**src/rtl/alu_seq_pkg.sv**
```systemverilog
// alu_seq shared types: opcodes, FSM states, flag bundle.
// Used by alu_core and alu_seq (MUL support behind ALU_SEQ_MUL_EN).
package alu_seq_pkg;

   typedef enum logic [3:0] {
      OP_ADD = 4'b0000,
      OP_SUB = 4'b0001,
      OP_AND = 4'b0010,
      OP_OR  = 4'b0011,
      OP_XOR = 4'b0100,
      OP_NOT = 4'b0101,
      OP_SLL = 4'b1000,
      OP_SRL = 4'b1001,
      OP_SRA = 4'b1010,
      OP_MUL = 4'b1011
   } alu_op_e;

   typedef enum logic {
      ST_IDLE = 1'b0,
      ST_MUL  = 1'b1
   } alu_state_e;

   typedef struct packed {
      logic zero;
      logic negative;
      logic carry;
      logic overflow;
      logic illegal;
   } alu_flags_t;

endpackage

```
**src/rtl/alu_core.sv**
```systemverilog
// alu_core: combinational datapath for all single-cycle opcodes.
// MUL and undefined opcodes report illegal here.
module alu_core
   import alu_seq_pkg::*;
#(
   parameter int N = 4
) (
   input  logic [N-1:0] a,
   input  logic [N-1:0] b,
   input  logic [3:0]   op,
   output logic [N-1:0] res,
   output alu_flags_t   flags
);

   localparam int SW = $clog2(N);

   logic [SW-1:0] sh;
   logic [N:0]    sum;
   logic [N:0]    dif;
   logic [N:0]    sl;
   logic [N:0]    sr;
   logic [N:0]    sra;

   assign sh  = b[SW-1:0];
   assign sum = {1'b0, a} + {1'b0, b};
   assign dif = {1'b0, a} - {1'b0, b};
   // extra bit beyond the word catches the last bit shifted out
   assign sl  = {1'b0, a} << sh;
   assign sr  = {a, 1'b0} >> sh;
   assign sra = $unsigned($signed({a, 1'b0}) >>> sh);

   // opcode decode, then flags derived from the result
   always_comb begin
      res   = '0;
      flags = '0;
      unique case (1'b1)
         op == OP_ADD: begin
            res            = sum[N-1:0];
            flags.carry    = sum[N];
            flags.overflow = (a[N-1] == b[N-1]) &&
                             (sum[N-1] != a[N-1]);
         end
         op == OP_SUB: begin
            res            = dif[N-1:0];
            flags.carry    = ~dif[N];
            flags.overflow = (a[N-1] != b[N-1]) &&
                             (dif[N-1] != a[N-1]);
         end
         op == OP_AND: res = a & b;
         op == OP_OR:  res = a | b;
         op == OP_XOR: res = a ^ b;
         op == OP_NOT: res = ~a;
         op == OP_SLL: begin
            res         = sl[N-1:0];
            flags.carry = sl[N];
         end
         op == OP_SRL: begin
            res         = sr[N:1];
            flags.carry = sr[0];
         end
         op == OP_SRA: begin
            res         = sra[N:1];
            flags.carry = sra[0];
         end
         default: flags.illegal = 1'b1;
      endcase
      flags.zero     = (res == '0);
      flags.negative = res[N-1];
   end

endmodule

```
**src/rtl/alu_seq.sv**
```systemverilog
// alu_seq: registered ALU with valid/ready in and out.
// Define ALU_SEQ_MUL_EN for the iterative shift-add multiplier.
module alu_seq
   import alu_seq_pkg::*;
#(
   parameter int N = 4
) (
   input  logic         clk,
   input  logic         rst_n,
   input  logic         in_valid,
   output logic         in_ready,
   input  logic [N-1:0] a,
   input  logic [N-1:0] b,
   input  logic [3:0]   op,
   output logic         out_valid,
   input  logic         out_ready,
   output logic [N-1:0] c,
   output logic         zero,
   output logic         negative,
   output logic         carry,
   output logic         overflow,
   output logic         illegal
);

   logic [N-1:0] cres;
   alu_flags_t   cflg;

   logic         accept;
   logic         load;
   logic [N-1:0] ld_c;
   alu_flags_t   ld_f;

   logic         ov_q;
   logic [N-1:0] c_q;
   alu_flags_t   f_q;

   alu_core #(.N(N)) u_core (
      .a     (a),
      .b     (b),
      .op    (op),
      .res   (cres),
      .flags (cflg)
   );

   assign accept = in_valid && in_ready;

`ifdef ALU_SEQ_MUL_EN
   localparam int CW = $clog2(N);

   alu_state_e     state;
   logic [CW-1:0]  cnt;
   logic [2*N-1:0] acc;
   logic [2*N-1:0] mcand;
   logic [N-1:0]   mplier;
   logic [2*N-1:0] pp_sum;
   logic           is_mul;
   logic           mul_done;

   assign is_mul   = (op == OP_MUL);
   assign mul_done = (state == ST_MUL) && (cnt == CW'(N - 1));
   assign pp_sum   = acc + (mplier[0] ? mcand : '0);
   assign in_ready = (state == ST_IDLE) && (!ov_q || out_ready);

   // FSM and shift-add datapath, one partial product per cycle
   always_ff @(posedge clk or negedge rst_n) begin
      if (!rst_n) begin
         state  <= ST_IDLE;
         cnt    <= '0;
         acc    <= '0;
         mcand  <= '0;
         mplier <= '0;
      end else begin
         unique case (1'b1)
            state == ST_IDLE: begin
               if (accept && is_mul) begin
                  state  <= ST_MUL;
                  cnt    <= '0;
                  acc    <= '0;
                  mcand  <= {{N{1'b0}}, a};
                  mplier <= b;
               end
            end
            state == ST_MUL: begin
               acc    <= pp_sum;
               mcand  <= mcand << 1;
               mplier <= mplier >> 1;
               cnt    <= cnt + 1'b1;
               if (mul_done) begin
                  state <= ST_IDLE;
                  cnt   <= '0;
               end
            end
            default: state <= ST_IDLE;
         endcase
      end
   end

   // pick the completing result: single-cycle op or finished product
   always_comb begin
      load = (accept && !is_mul) || mul_done;
      ld_c = cres;
      ld_f = cflg;
      if (mul_done) begin
         ld_c          = pp_sum[N-1:0];
         ld_f          = '0;
         ld_f.carry    = |pp_sum[2*N-1:N];
         ld_f.zero     = (pp_sum[N-1:0] == '0);
         ld_f.negative = pp_sum[N-1];
      end
   end
`else
   assign in_ready = !ov_q || out_ready;

   // every opcode completes in the accepting cycle
   always_comb begin
      load = accept;
      ld_c = cres;
      ld_f = cflg;
   end
`endif

   // output register: load on completion, clear valid on transfer
   always_ff @(posedge clk or negedge rst_n) begin
      if (!rst_n) begin
         ov_q <= 1'b0;
         c_q  <= '0;
         f_q  <= '{zero: 1'b1, default: 1'b0};
      end else if (load) begin
         ov_q <= 1'b1;
         c_q  <= ld_c;
         f_q  <= ld_f;
      end else if (out_ready) begin
         ov_q <= 1'b0;
      end
   end

   assign out_valid = ov_q;
   assign c         = c_q;
   assign zero      = f_q.zero;
   assign negative  = f_q.negative;
   assign carry     = f_q.carry;
   assign overflow  = f_q.overflow;
   assign illegal   = f_q.illegal;

endmodule

```
**config.mk**
```make
export PLATFORM = sky130hd
export DESIGN_NAME = alu_seq
export DESIGN_NICKNAME = d
export VERILOG_FILES = /design/src/rtl/alu_seq_pkg.sv /design/src/rtl/alu_core.sv /design/src/rtl/alu_seq.sv
export SDC_FILE = /design/constraint.sdc
export NUM_CORES = 1
export LEC_CHECK = 0
export BUFFER_PORTS_ARGS = -buffer_cell sky130_fd_sc_hd__buf_2
export CAP_MARGIN = 40
export CORE_UTILIZATION = 50
export CTS_BUF_LIST = sky130_fd_sc_hd__clkbuf_4
export DETAILED_ROUTE_END_ITERATION = 8
export PLACE_DENSITY = 0.76
export SLEW_MARGIN = 40
export SYNTH_ARGS = -nofsm -noshare
export SYNTH_HDL_FRONTEND = slang
export SYNTH_SLANG_ARGS = --single-unit
```
**constraint.sdc**
```tcl
create_clock -name clk -period 1.11 [get_ports clk]
set_input_delay 0.222 -clock clk [delete_from_list [all_inputs] [get_ports clk]]
set_output_delay 0.222 -clock clk [all_outputs]
set_load 0.02 [all_outputs]
```
==> flow_metrics.env <==
export IMPL_start_util=0.5477
export IMPL_core_rowCount=18
export IMPL_grt_max_degree=15
export IMPL_via_count=2105
export IMPL_finalCriticalPeriod_ns=1.835
export IMPL_power_total_mw=1.960
export IMPL_routabilityCongestion=0.9552
export IMPL_final_nets=284
export IMPL_number_of_cts_inserted_buffers=3
export IMPL_critPathMaxFanout=5
export IMPL_layout_drive_gt1_share=0.6190
export IMPL_clock_skew_ns=0.003865
export IMPL_post_route_utilization=0.9798
export IMPL_final_setup_worst_slack_ns=-0.7246
export IMPL_drtIter0Drc=262
export IMPL_fp_coreArea_um2=2545
export IMPL_worst_ep_required_time_ns=1.29
export IMPL_finalSetupViolCount=11
export IMPL_globalRoute_totalOverflow=0
export IMPL_maxSlewViolCount=0
export IMPL_critPathCaptureType="flip-flop"
export IMPL_relSlewSlack=0.6652
export IMPL_worstMarginPinSlew_ns=0.5003
export IMPL_worstPathArrival_ns=2.01
export IMPL_io_buffers=26
export IMPL_timing_setup_critical_path_class="in -> reg"
export IMPL_yosys_most_used_dff="sky130_fd_sc_hd__dfrtp_1"
export IMPL_clock_sink_count=9
export IMPL_grt_use_total=0.4069
export IMPL_synthDominantAreaCellType="sky130_fd_sc_hd__dfrtp_1"
export IMPL_final_min_period_over_clock_period=1.653
export IMPL_synthesis_instances=168
export IMPL_ys_warn_count=0
export IMPL_floorplan_io_pins=27
export IMPL_rsz0062_at_grt="yes"
export IMPL_hpwl_mm=3.864
export IMPL_n_antenna_cell=0
export IMPL_max_clock_path_buffers=2
export IMPL_drtPass1Iterations=5
export IMPL_cts_clk_slew_worst_paths_ns=0.08
export IMPL_synthArstFlopShare=1.000
export IMPL_clock_root_buffer="sky130_fd_sc_hd__clkbuf_4"
export IMPL_die_x_um=54.80
export IMPL_synth_edf_count=0
export IMPL_synth_sequential_area_ratio=0.1625
export IMPL_cp_start_kind="input pin"
export IMPL_syn_cell_area_um2=1394
export IMPL_ctsHtreeMaxLevel=1
export IMPL_first_pass_grt_wire_length_mm=8.362
export IMPL_cts_tree="built"
export IMPL_power_leakage_nw=1.142
export IMPL_syn_mean_instance_area_um2=8.297
export IMPL_antenna_found_initial=0
export IMPL_route_final_wire_length_mm=8.316
export IMPL_failed_checks="negative setup slack"
export IMPL_postSynthNetCount=199
export IMPL_holdCritPathClass="in -> reg"
export IMPL_synthToLayoutAreaGrowth_pct=78.90
export IMPL_vdd_drop_max_mv=1.137
export IMPL_post_drt_wl_per_cell_um=29.49
export IMPL_grt_pass1_vias=1674
export IMPL_antenna_violating_nets_post_route=0
export IMPL_timing_max_cap_violations=0
export IMPL_fp_dieH_um=54.80
export IMPL_synth_seq_cells=9
export IMPL_detail_route_vias_per_cell=7.465
export IMPL_post_synth_main_area_contributors="sky130_fd_sc_hd__dfrtp_1 (14%), sky130_fd_sc_hd__ha_1 (12%), sky130_fd_sc_hd__mux2i_1 (5.0%)"
export IMPL_detailedPlace_worstSlack_ns=-0.9237
export IMPL_final_common_cell="sky130_fd_sc_hd__buf_4"
export IMPL_run_status="finished with violations"
export IMPL_power_density_nw_per_um2=786.1
export IMPL_hold_viol=0
export IMPL_die_area_um2=3003
export IMPL_hold_slack_ns=0.1890
export IMPL_drc=0
export IMPL_synth_top_area_frac=0.1436
export IMPL_synth_distinct_cells=58
export IMPL_max_freq_ghz=0.5451
export IMPL_layout_common_cells="sky130_fd_sc_hd__buf_4 (57), sky130_fd_sc_hd__buf_2 (14), sky130_fd_sc_hd__buf_6 (14)"
export IMPL_clk_insertion_delay_late_ns=0.28
kinds of logic (layout without fill, tap and decap cells):
family | Yosys count | after routing | synth area share
compound gates | 47 | 47 | 0.2630
mux | 11 | 11 | 0.09066
buf+inv | 26 | 110 | 0.09785
xor+xnor | 2 | 2 | 0.01257
simple gates | 58 | 58 | 0.2280
flops | 9 | 9 | 0.1625
fa+ha+maj | 15 | 15 | 0.1454
path summary, 6_finish.rpt:
check                      startpoint         to  slack, ns  cells past startpoint
max in group asynchronous       rst_n       zero       0.44                      2
setup / recovery                 b[0]       zero      -0.72                      8
hold / removal               in_valid  out_valid       0.19                      2
hold reg to reg                  zero       zero       0.53                      2
setup reg to reg            out_valid       zero      -0.22                      4
min in group asynchronous       rst_n    illegal       0.40                      2
per-stage QoR:
stage	cells	cell area (um^2)	TNS, ns
global route	282	2494	-4.275
detailed placement	267	2046	-5.788
finish	282	2494	-3.900
CTS	276	2301	-2.906
floorplan	168	1544	-3.052
global placement	267	2046	-5.473
Yosys cell counts (2+ instances only):
cell	n
sky130_fd_sc_hd__nand4_1	3
sky130_fd_sc_hd__nand2_1	12
sky130_fd_sc_hd__a211oi_1	2
sky130_fd_sc_hd__a21oi_1	5
sky130_fd_sc_hd__buf_4	2
sky130_fd_sc_hd__a31oi_1	3
sky130_fd_sc_hd__fa_1	2
sky130_fd_sc_hd__mux2_2	3
sky130_fd_sc_hd__buf_2	6
sky130_fd_sc_hd__or2b_1	2
sky130_fd_sc_hd__dfrtp_1	8
sky130_fd_sc_hd__nand3_1	6
sky130_fd_sc_hd__nand2b_1	5
sky130_fd_sc_hd__ha_1	13
sky130_fd_sc_hd__and2_1	3
sky130_fd_sc_hd__a21o_1	3
sky130_fd_sc_hd__nor2b_1	6
sky130_fd_sc_hd__nand3b_1	2
sky130_fd_sc_hd__mux2i_1	7
sky130_fd_sc_hd__clkbuf_1	2
sky130_fd_sc_hd__nor2_1	10
sky130_fd_sc_hd__nor4b_1	2
sky130_fd_sc_hd__o211ai_1	4
sky130_fd_sc_hd__a22o_1	4
sky130_fd_sc_hd__a2bb2oi_1	2
sky130_fd_sc_hd__a311oi_1	2
sky130_fd_sc_hd__inv_1	14
sky130_fd_sc_hd__o2111ai_1	2
sky130_fd_sc_hd__o21ai_0	4
critical path, stage by stage:
cell and delay (ns):
sky130_fd_sc_hd__buf_6 0.12, sky130_fd_sc_hd__buf_8 0.12, sky130_fd_sc_hd__inv_2 0.06, sky130_fd_sc_hd__ha_2 0.20
sky130_fd_sc_hd__o211ai_1 0.27, sky130_fd_sc_hd__o21ai_0 0.22, sky130_fd_sc_hd__a311o_1 0.44, sky130_fd_sc_hd__o41ai_2 0.36
what timing repair did:
action                     CTS  global route
hold endpoints to repair     8             0
resized for setup           50            30
buffers inserted             4             6
pin swaps                   14            14
setup endpoints to repair   10            10
hold buffers                 1             0
sequential cells by signal, summed over array words and instances (netlist names):
| signal | count |
|---|---|
| out_valid | 1 |
| c | 4 |
| zero | 1 |
| illegal | 1 |
| overflow | 1 |
| carry | 1 |
per-layer routing:
layer / global-route usage / vias to the layer above / part of all wire
met3: 0.1306 / 106 / 0.15
met1: 0.4727 / 980 / 0.32
met4: 0.2094 / 0 / 0.10
met2: 0.6586 / 237 / 0.43
met5: 0 / - / 0
li1: - / 782 / -
cell type report:
class / instances / area (um^2)
Sequential cell: 9 / 227.7
Clock buffer: 4 / 30.03
Tap cell: 30 / 37.54
Timing Repair Buffer: 92 / 768.2
Fill cell: 33 / 51.30
Inverter: 14 / 73.82
Multi-Input combinational cell: 133 / 1356
where the power goes:
| group | leakage [nW] | switching [mW] | internal [mW] |
|---|---|---|---|
| sequential | 0.108 | 0.0382 | 0.377 |
| combinational | 1.01 | 0.665 | 0.564 |
| clock | 0.0184 | 0.151 | 0.164 |
Note: power is estimated with default switching activity, not from simulation.
